===== src/rtl/adc_pkg.sv =====
// Shared types, pointer constants and config-byte helper for the ADS1115 scanner.
package adc_pkg;

    typedef enum logic [3:0] {
        IDLE,
        CFG_START,
        CFG_WAIT,
        CONV_DELAY,
        PTR_START,
        PTR_WAIT,
        RD_START,
        RD_WAIT,
        PUBLISH,
        NEXT
    } scan_state_t;

    localparam logic [7:0] PTR_CONV = 8'h00;
    localparam logic [7:0] PTR_CFG  = 8'h01;

    // Config register {MSB, LSB}: start single-shot, AINch vs GND, PGA,
    // single-shot mode; data rate, comparator defaults, comparator disabled.
    function automatic logic [15:0] ads_cfg_bytes(input logic [1:0] ch,
                                                  input logic [2:0] pga,
                                                  input logic [2:0] dr);
        return {1'b1, 1'b1, ch, pga, 1'b1, dr, 3'b000, 2'b11};
    endfunction

endpackage


===== src/rtl/adc_scan_fsm.sv =====
// Round-robin ADS1115 channel scanner: config write, conversion wait,
// pointer write, 2-byte read, publish. Sticky timeout on stalled transactions.
// Handshake: o_i2c_transaction_start is a one-cycle request; command fields
// are valid in that cycle and held until i_i2c_transaction_done is seen in
// the matching wait state. o_sample_valid is a one-cycle strobe, no back-pressure.
module adc_scan_fsm
    import adc_pkg::*;
#(
    parameter int          MAX_BYTES_PER_TRANSACTION = 3,
    parameter int          NUM_CHANNELS              = 4,
    parameter logic [6:0]  SLAVE_ADDR                = 7'h48,
    parameter logic [2:0]  PGA_BITS                  = 3'b001,
    parameter logic [2:0]  DR_BITS                   = 3'b111,
    parameter int          CONV_WAIT_CYCLES          = 150000,
    parameter int          TIMEOUT_CYCLES            = 2000000,
    localparam int         BN_W = $clog2(MAX_BYTES_PER_TRANSACTION + 1)
) (
    input  logic              i_clk,
    input  logic              i_reset,
    input  logic              i_enable,
    input  logic [NUM_CHANNELS-1:0] i_channel_en,
    input  logic              i_i2c_transaction_done,
    input  logic [7:0]        i_i2c_master_dout [0:MAX_BYTES_PER_TRANSACTION-1],
    output logic              o_i2c_transaction_start,
    output logic              o_i2c_transaction_rd_nwr,
    output logic [6:0]        o_i2c_transaction_slave_addr,
    output logic [7:0]        o_i2c_master_din [0:MAX_BYTES_PER_TRANSACTION-1],
    output logic [BN_W-1:0]   o_i2c_transaction_bytes_num,
    output logic              o_sample_valid,
    output logic [1:0]        o_sample_channel,
    output logic [15:0]       o_sample_data,
    output logic              o_timeout_err,
    output scan_state_t       o_state
);

    localparam int CNT_MAX = (CONV_WAIT_CYCLES > TIMEOUT_CYCLES) ? CONV_WAIT_CYCLES : TIMEOUT_CYCLES;
    localparam int CNT_W   = $clog2(CNT_MAX + 1);

    scan_state_t       r_state;
    logic              r_start;
    logic              r_rd_nwr;
    logic [BN_W-1:0]   r_bytes;
    logic [7:0]        r_din [0:MAX_BYTES_PER_TRANSACTION-1];
    logic              r_valid;
    logic [1:0]        r_sample_ch;
    logic [15:0]       r_sample_data;
    logic              r_timeout_err;
    logic [1:0]        r_ch;
    logic [CNT_W-1:0]  r_cnt;       // conversion delay in CONV_DELAY, timeout elsewhere

    logic [1:0]        w_low_ch;
    logic [1:0]        w_next_ch;
    logic [1:0]        w_sel_ch;
    logic [15:0]       w_cfg;
    logic              w_cnt_to;
    logic              w_cnt_conv;

    // Lowest enabled channel, and next enabled channel strictly above r_ch with wrap.
    always_comb begin
        int idx;
        idx       = 0;
        w_low_ch  = 2'd0;
        w_next_ch = r_ch;
        for (int i = NUM_CHANNELS - 1; i >= 0; i--) begin
            if (i_channel_en[i]) w_low_ch = 2'(i);
        end
        for (int k = NUM_CHANNELS; k >= 1; k--) begin
            idx = int'(r_ch) + k;
            if (idx >= NUM_CHANNELS) idx = idx - NUM_CHANNELS;
            if (i_channel_en[idx]) w_next_ch = 2'(idx);
        end
    end

    assign w_sel_ch   = (r_state == IDLE) ? w_low_ch : w_next_ch;
    assign w_cfg      = ads_cfg_bytes(w_sel_ch, PGA_BITS, DR_BITS);
    assign w_cnt_to   = (r_cnt == CNT_W'(TIMEOUT_CYCLES - 1));
    assign w_cnt_conv = (r_cnt == CNT_W'(CONV_WAIT_CYCLES - 1));

    // Scan sequencer with registered command and sample outputs.
    always_ff @(posedge i_clk or posedge i_reset) begin
        if (i_reset) begin
            r_state       <= IDLE;
            r_start       <= 1'b0;
            r_rd_nwr      <= 1'b0;
            r_bytes       <= '0;
            for (int i = 0; i < MAX_BYTES_PER_TRANSACTION; i++) r_din[i] <= 8'h00;
            r_valid       <= 1'b0;
            r_sample_ch   <= 2'd0;
            r_sample_data <= 16'h0000;
            r_timeout_err <= 1'b0;
            r_ch          <= 2'd0;
            r_cnt         <= '0;
        end else begin
            r_start <= 1'b0;
            r_valid <= 1'b0;
            case (r_state)
                IDLE, NEXT: begin
                    if (i_enable && (|i_channel_en)) begin
                        r_ch     <= w_sel_ch;
                        r_state  <= CFG_START;
                        r_start  <= 1'b1;
                        r_rd_nwr <= 1'b0;
                        r_bytes  <= BN_W'(3);
                        for (int i = 0; i < MAX_BYTES_PER_TRANSACTION; i++) r_din[i] <= 8'h00;
                        r_din[0] <= PTR_CFG;
                        r_din[1] <= w_cfg[15:8];
                        r_din[2] <= w_cfg[7:0];
                        r_cnt    <= '0;
                    end else begin
                        r_state  <= IDLE;
                    end
                end
                CFG_START: begin
                    r_cnt   <= r_cnt + 1'b1;
                    r_state <= CFG_WAIT;
                end
                PTR_START: begin
                    r_cnt   <= r_cnt + 1'b1;
                    r_state <= PTR_WAIT;
                end
                RD_START: begin
                    r_cnt   <= r_cnt + 1'b1;
                    r_state <= RD_WAIT;
                end
                CFG_WAIT, PTR_WAIT, RD_WAIT: begin
                    if (i_i2c_transaction_done) begin
                        r_cnt <= '0;
                        if (r_state == CFG_WAIT) begin
                            r_state <= CONV_DELAY;
                        end else if (r_state == PTR_WAIT) begin
                            r_state  <= RD_START;
                            r_start  <= 1'b1;
                            r_rd_nwr <= 1'b1;
                            r_bytes  <= BN_W'(2);
                            for (int i = 0; i < MAX_BYTES_PER_TRANSACTION; i++) r_din[i] <= 8'h00;
                        end else begin
                            r_state       <= PUBLISH;
                            r_valid       <= 1'b1;
                            r_sample_ch   <= r_ch;
                            r_sample_data <= {i_i2c_master_dout[0], i_i2c_master_dout[1]};
                        end
                    end else if (w_cnt_to) begin
                        r_timeout_err <= 1'b1;
                        r_state       <= NEXT;
                    end else begin
                        r_cnt <= r_cnt + 1'b1;
                    end
                end
                CONV_DELAY: begin
                    if (w_cnt_conv) begin
                        r_state  <= PTR_START;
                        r_start  <= 1'b1;
                        r_rd_nwr <= 1'b0;
                        r_bytes  <= BN_W'(1);
                        for (int i = 0; i < MAX_BYTES_PER_TRANSACTION; i++) r_din[i] <= 8'h00;
                        r_din[0] <= PTR_CONV;
                        r_cnt    <= '0;
                    end else begin
                        r_cnt <= r_cnt + 1'b1;
                    end
                end
                PUBLISH: begin
                    r_state <= NEXT;
                end
                default: begin
                    r_state <= IDLE;
                end
            endcase
        end
    end

    assign o_i2c_transaction_start      = r_start;
    assign o_i2c_transaction_rd_nwr     = r_rd_nwr;
    assign o_i2c_transaction_slave_addr = SLAVE_ADDR;
    assign o_i2c_master_din             = r_din;
    assign o_i2c_transaction_bytes_num  = r_bytes;
    assign o_sample_valid               = r_valid;
    assign o_sample_channel             = r_sample_ch;
    assign o_sample_data                = r_sample_data;
    assign o_timeout_err                = r_timeout_err;
    assign o_state                      = r_state;

endmodule

===== config.mk =====
export PLATFORM = sky130hd
export DESIGN_NAME = adc_scan_fsm
export DESIGN_NICKNAME = d
export VERILOG_FILES = /design/src/rtl/adc_pkg.sv /design/src/rtl/adc_scan_fsm.sv
export SDC_FILE = /design/constraint.sdc
export NUM_CORES = 1
export LEC_CHECK = 0
export CORE_UTILIZATION = 31
export CTS_CLUSTER_DIAMETER = 150
export DETAILED_ROUTE_END_ITERATION = 8
export PLACE_DENSITY = 0.64
export SYNTH_ARGS = -nofsm -noshare
export SYNTH_HDL_FRONTEND = slang
export SYNTH_SLANG_ARGS = --single-unit

===== constraint.sdc =====
create_clock -name i_clk -period 3.8 [get_ports i_clk]
set_clock_uncertainty 0.2 [all_clocks]
set_input_delay 0.57 -clock i_clk [delete_from_list [all_inputs] [get_ports i_clk]]
set_output_delay 0.57 -clock i_clk [all_outputs]
set_load 0.02 [all_outputs]

==> results of run 1 <==
cell type report:
cell class,instances,area share
multi-input combinational,216,0.390
sequential,54,0.356
tap,129,0.0425
timing repair buffer,67,0.174
clock inverter,3,0.0129
clock buffer,5,0.0181
inverter,7,0.00692
Yosys cell counts (all sizes together), types with 3 or more instances:
cell    instances  area, sq um
inv             7         26.3
a211o           3         26.3
a221o          13          130
nand4           5         31.3
and3           14         92.6
or2             5         31.3
nand2          16         60.1
nand2b          6         37.5
nor4            4         46.3
a21oi           8         40.0
nand3           7         35.0
o22ai           3         18.8
a21o            3         22.5
nor2b           4         25.0
nor2           22         82.6
clkbuf          5         18.8
a22o            6         52.6
nor3b           4         35.0
mux2           21          236
nor3            6         30.0
o21ai           9         45.0
buf            36          263
dfrtp          54         1350
kinds of logic after synthesis:
logic type | after synthesis | share of synthesized area
flops | 54 | 0.439
xor+xnor | 3 | 0.00855
buf+inv | 48 | 0.100
other cells | 2 | 0.00244
compound gates | 67 | 0.169
mux | 21 | 0.0769
simple gates | 105 | 0.200
fa+ha+maj | 1 | 0.00407
power by group through the flow:
stage          sequential [mW]  clock [mW]  combinational (mW)
2_1_floorplan             1.02           0               0.914
3_3_place_gp             0.910           0                1.44
3_5_place_dp             0.923           0                1.45
4_1_cts                  0.909       0.416                1.45
5_1_grt                  0.936       0.441                1.56
6_report                 0.907       0.397                1.44
worst max-delay path by stage:
stage                                from          to  slack [ps]  cells after the start
after floorplan                o_state[2]   r_cnt[10]        1310                      7
after global placement    i_channel_en[1]  o_state[2]         750                      6
after detailed placement  i_channel_en[2]  o_state[2]         730                      6
after CTS                       r_cnt[12]   r_cnt[13]        1010                      6
after global routing            r_cnt[12]   r_cnt[13]         910                      6
final                           r_cnt[12]   r_cnt[13]        1020                      6
flip-flops by register name, summed over array words and instances, names as in the netlist:
register and cells:
o_i2c_transaction_start 1, o_i2c_transaction_rd_nwr 1, r_ch 2, o_sample_valid 1, o_sample_channel 2, o_sample_data 16
o_state 4, r_cnt 21, o_timeout_err 1, o_i2c_transaction_bytes_num 2, o_i2c_master_din 3
stage by stage:
| stage | area [sq um] | power, mW |
|---|---|---|
| floorplan | 3140 | 1.93 |
| global placement | 3680 | 2.35 |
| detailed placement | 3680 | 2.37 |
| CTS | 3800 | 2.78 |
| global route | 3800 | 2.94 |
| finish | 3800 | 2.75 |
worst max-delay path, stage by stage, from the launching register on:
cell and delay (ps):
sky130_fd_sc_hd__dfrtp_1 450, sky130_fd_sc_hd__or4b_4 590, sky130_fd_sc_hd__nor4_4 330, sky130_fd_sc_hd__o2111ai_2 360
sky130_fd_sc_hd__buf_4 310, sky130_fd_sc_hd__and3_1 170, sky130_fd_sc_hd__a221o_1 270
metal layers:
metal,share of wire,global-route usage,vias up
met5,0,0,-
met4,0.0069,0.0245,0
met3,0.069,0.0255,6
met2,0.46,0.211,84
met1,0.46,0.165,1157
li1,-,-,1159
==> impl_metrics.toml, run 1 <==
[pwr]
pwr-share-seq = 0.330
p_per_area_nw_per_um2 = 723
vdd_ir_drop_max_uv = 287
leakage_nw = 1.70
switching_share_of_total_power = 0.417
p_switching_mw = 1.15
power_frac_comb = 0.525
p_int_mw = 1.60
power_frac_clock = 0.145

[placed_design]
placement.io_buffers = 63
finalWeightedCongestion = 0.790
pre_cts_slack_ps = 728
detailed_place_hpwl_um = 4610
dp_cells = 473

[clocking]
cts.hold.buffers_added = 0
tritoncts_clock_tree = "yes"
numCtsBuffers = 5
cts_max_path_buffers = 2
cts.repair.resized = 0
clk_pin_slew_worst_paths_ps = 100
clk-insertion-delay-late_ps = 310
clockRootBuffer = "sky130_fd_sc_hd__clkbuf_8"
clock-sinks = 54
htree_levels = 2
post-cts-setup-buffer-count = 0

[finish]
nNetsFinal = 384
seqCellArea_sq_um = 1350
fillerInstances = 910
multiInputGateArea_sq_um = 1480
layout_commonest_cell = "sky130_fd_sc_hd__clkdlybuf4s50_1"
insertedDiodeCount = 0
most-common-layout-cells = "sky130_fd_sc_hd__clkdlybuf4s50_1, sky130_fd_sc_hd__dfrtp_1, sky130_fd_sc_hd__nor2_1, sky130_fd_sc_hd__conb_1, sky130_fd_sc_hd__nand2_1"
flow.area_growth_from_synthesis_pct = 23.5
fraction_of_layout_instances_using_a_drive_strength_above_1 = 0.0994
final_util = 0.403
final_cells = 481

[setup_path]
worst-r2r-cell-count = 6
r2r_setup_slack_ps = 1020
setup.worst_path.start_class = "flop"
timing.critical_path.to_type = "flop"
critical_path_peak_fanout = 14
critical_path_required_ps = 3800
critical_path.reg2reg.startpoint = "r_cnt[12]"
regToRegEndpoint = "r_cnt[13]"
crit_arrival_ps = 2780
timing.setup.critical_path_class = "reg2reg"

[yosys]
synth.distinct_cells = 62
postSynthRegisterBits = 54
synth_sequential_area_ratio = 0.439
synth-main-ff-cell = "sky130_fd_sc_hd__dfrtp_1"
asyncSetResetFlopFracSynth = 1.00
synth.avg_cell_area_sq_um = 10.2
syn-cell-area_sq_um = 3080
synth_enable_flop_cells = 0
ys.warnings.count = 0
netlist_instances = 301

[worst_hold_path]
worstHoldEndpoint = "o_sample_data[2]"
worstHoldStart = "o_sample_data[2]"
holdPathStages = 1
holdCritPathClass = "reg2reg"

[global_routing]
grt_pass1_vias = 2151
grt_usage = 0.125
grt_antenna_before_repair = 0
wire_length_of_the_first_global_routing_pass_um = 10200
grt_max_degree = 36
grt_residual_overflow = 0

[floorplanning]
fp.dieH_um = 102
start_util = 0.327
fp-row-count = 35
die_area_sq_um = 10300
top_level_ports = 91
core_region_area_sq_um = 9420
fp.dieW_um = 102

[sta]
postLayoutSetupSlackWorst_ps = 1020
timing.setup.tns_ps = 0
minimum_hold_slack_ps = 291
max_clock_freq_mhz = 359
fin_crit_ps = 2780
layout_worst_path_cycle_share = 0.732
max_slew.worst_pin.slew_ps = 707
timing_max_transition_violations_final = 0
timing.final.hold_violations = 0
setup_repair_after_global_routing_missed_its_margin = "no"
slew-limit-headroom = 0.523
finalSetupViolCount = 0

[drt]
post_drt_via_cell_ratio = 5.00
routed_wire_length_per_instance_um = 13.5
drt_pass1_iterations = 4
remaining_drc_errors = 0
routed-via-count = 2406
detailedRoute.firstIterationViolations = 45
drt_wl_total_um = 6490
postRouteAntennaNets = 0

[flow_run]
cap_viol_max_count = 0

[run_status]
run_status = "finished, final reports clean"
Note: power is estimated with default switching activity, not from simulation.
==> run 2: changes to the inputs <==
==> constraint.sdc (replaced) <==
create_clock -name i_clk -period 2.8 [get_ports i_clk]
set_clock_uncertainty 0.2 [all_clocks]
set_input_delay 0.42 -clock i_clk [delete_from_list [all_inputs] [get_ports i_clk]]
set_output_delay 0.42 -clock i_clk [all_outputs]
set_load 0.02 [all_outputs]
==> impl_metrics.toml, run 2 (synthesis gave the netlist of run 1 again) <==
[run_status]
run_status = "finished, final reports clean"

[clocking]
clk_pin_slew_worst_paths_ps = 100
numCtsBuffers = 5
clk-insertion-delay-late_ps = 310
tritoncts_clock_tree = "yes"
clock-sinks = 54
cts.repair.resized = 0
htree_levels = 2
post-cts-setup-buffer-count = 0
cts_max_path_buffers = 2
clockRootBuffer = "sky130_fd_sc_hd__clkbuf_8"
cts.hold.buffers_added = 0

[placed_design]
dp_cells = 493
finalWeightedCongestion = 0.780
placement.io_buffers = 63
detailed_place_hpwl_um = 4910
place_area_sq_um = 3830
pre_cts_slack_ps = 48.2

[drt]
remaining_drc_errors = 0
routed-via-count = 2515
detailedRoute.firstIterationViolations = 105
post_drt_via_cell_ratio = 5.02
routed_wire_length_per_instance_um = 13.5
postRouteAntennaNets = 0
drt_pass1_iterations = 4
drt_wl_total_um = 6780

[setup_path]
timing.setup.critical_path_class = "reg2reg"
max_stage_delay_ps = 570
critical_path_required_ps = 2800
worst_path_cell_with_the_longest_stage_delay = "sky130_fd_sc_hd__or4b_4"
setup.worst_path.start_class = "flop"
critical-path-top-delay-family = "simple AND/OR/NAND/NOR gates"
crit_arrival_ps = 2640
worst-path-buf-inv = 0
timing.critical_path.to_type = "flop"
cp_cell_sequence = "or4b_4 -> nor4_4 -> o211ai_1 -> nor3b_2 -> mux2_2"
critical_path_peak_fanout = 6

[pwr]
vdd_ir_drop_max_uv = 334
p_per_area_nw_per_um2 = 965
leakage_nw = 1.79

[global_routing]
grt_antenna_before_repair = 0
wire_length_of_the_first_global_routing_pass_um = 10500
grt_residual_overflow = 0
grt_pass1_vias = 2208
grt_max_degree = 55
grt_usage = 0.128

[finish]
finish.instance_area_sq_um = 3930
most-common-layout-cells = "sky130_fd_sc_hd__clkdlybuf4s50_1, sky130_fd_sc_hd__dfrtp_1, sky130_fd_sc_hd__buf_4, sky130_fd_sc_hd__nor2_1, sky130_fd_sc_hd__conb_1"
final_cells = 501
largest_register = "r_cnt"
final_util = 0.417
layout_commonest_cell = "sky130_fd_sc_hd__clkdlybuf4s50_1"
insertedDiodeCount = 0
largest_reg_flops = 21
flow.area_growth_from_synthesis_pct = 27.7
fraction_of_layout_instances_using_a_drive_strength_above_1 = 0.148
nNetsFinal = 404

[floorplanning]
fp.dieW_um = 102
fp-row-count = 35
core_region_area_sq_um = 9420
start_util = 0.327
top_level_ports = 91
die_area_sq_um = 10300
fp.dieH_um = 102

[sta]
postLayoutSetupSlackWorst_ps = 167
timing.setup.tns_ps = 0
slew-limit-headroom = 0.545
fin_crit_ps = 2630
layout_worst_path_cycle_share = 0.941
setup_repair_after_global_routing_missed_its_margin = "no"
timing.final.hold_violations = 0
finalSetupViolCount = 0
timing_max_transition_violations_final = 0
max_clock_freq_mhz = 380
max_slew.worst_pin.slew_ps = 683

[worst_hold_path]
holdCritPathClass = "reg2reg"

[flow_run]
cap_viol_max_count = 0
-- run 2: routing by layer --
| metal | routed length [um] | global-route usage |
|---|---|---|
| met5 | 0 | 0 |
| met4 | 21 | 0.0178 |
| met3 | 405 | 0.0345 |
| met2 | 3110 | 0.218 |
| met1 | 3240 | 0.165 |
-- run 2: final cells by class --
cell class,count,area [sq um]
fillers,900,5490
multi-input cells,216,1480
flip-flops and latches,54,1350
repair buffers,87,811
well taps,129,161
clock buffers,5,68.8
clock inverters,3,28.8
inverters,7,26.3
-- run 2: power by group --
group | switching, mW | leakage [nW] | internal [mW]
clock | 0.280 | 0.0506 | 0.188
combinational | 1.15 | 1.02 | 1.00
sequential | 0.179 | 0.716 | 0.998
-- run 2: worst register-to-register path, delay by kind of cell (launching register included) --
kind | cells | cell delay [ps]
simple gates | 3 | 1310
flops | 1 | 450
mux | 1 | 380
compound gates | 1 | 180
-- run 2: metrics by stage --
step,hold WS [ps],total power [mW]
floorplan,301,2.62
global placement,257,3.31
detailed placement,257,3.35
CTS,288,3.83
global route,300,4.05
finish,278,3.79
-- run 2: final timing paths --
check / from / end / slack, ps / depth (start not counted)
max: r_cnt[13] / r_ch[1] / 170 / 5
min: o_timeout_err / o_timeout_err / 280 / 1
max reg2reg: r_cnt[13] / r_ch[1] / 170 / 5
min reg2reg: o_timeout_err / o_timeout_err / 280 / 1
max in group asynchronous: i_reset / r_cnt[4] / 1540 / 3
min in group asynchronous: i_reset / o_sample_data[1] / 400 / 3
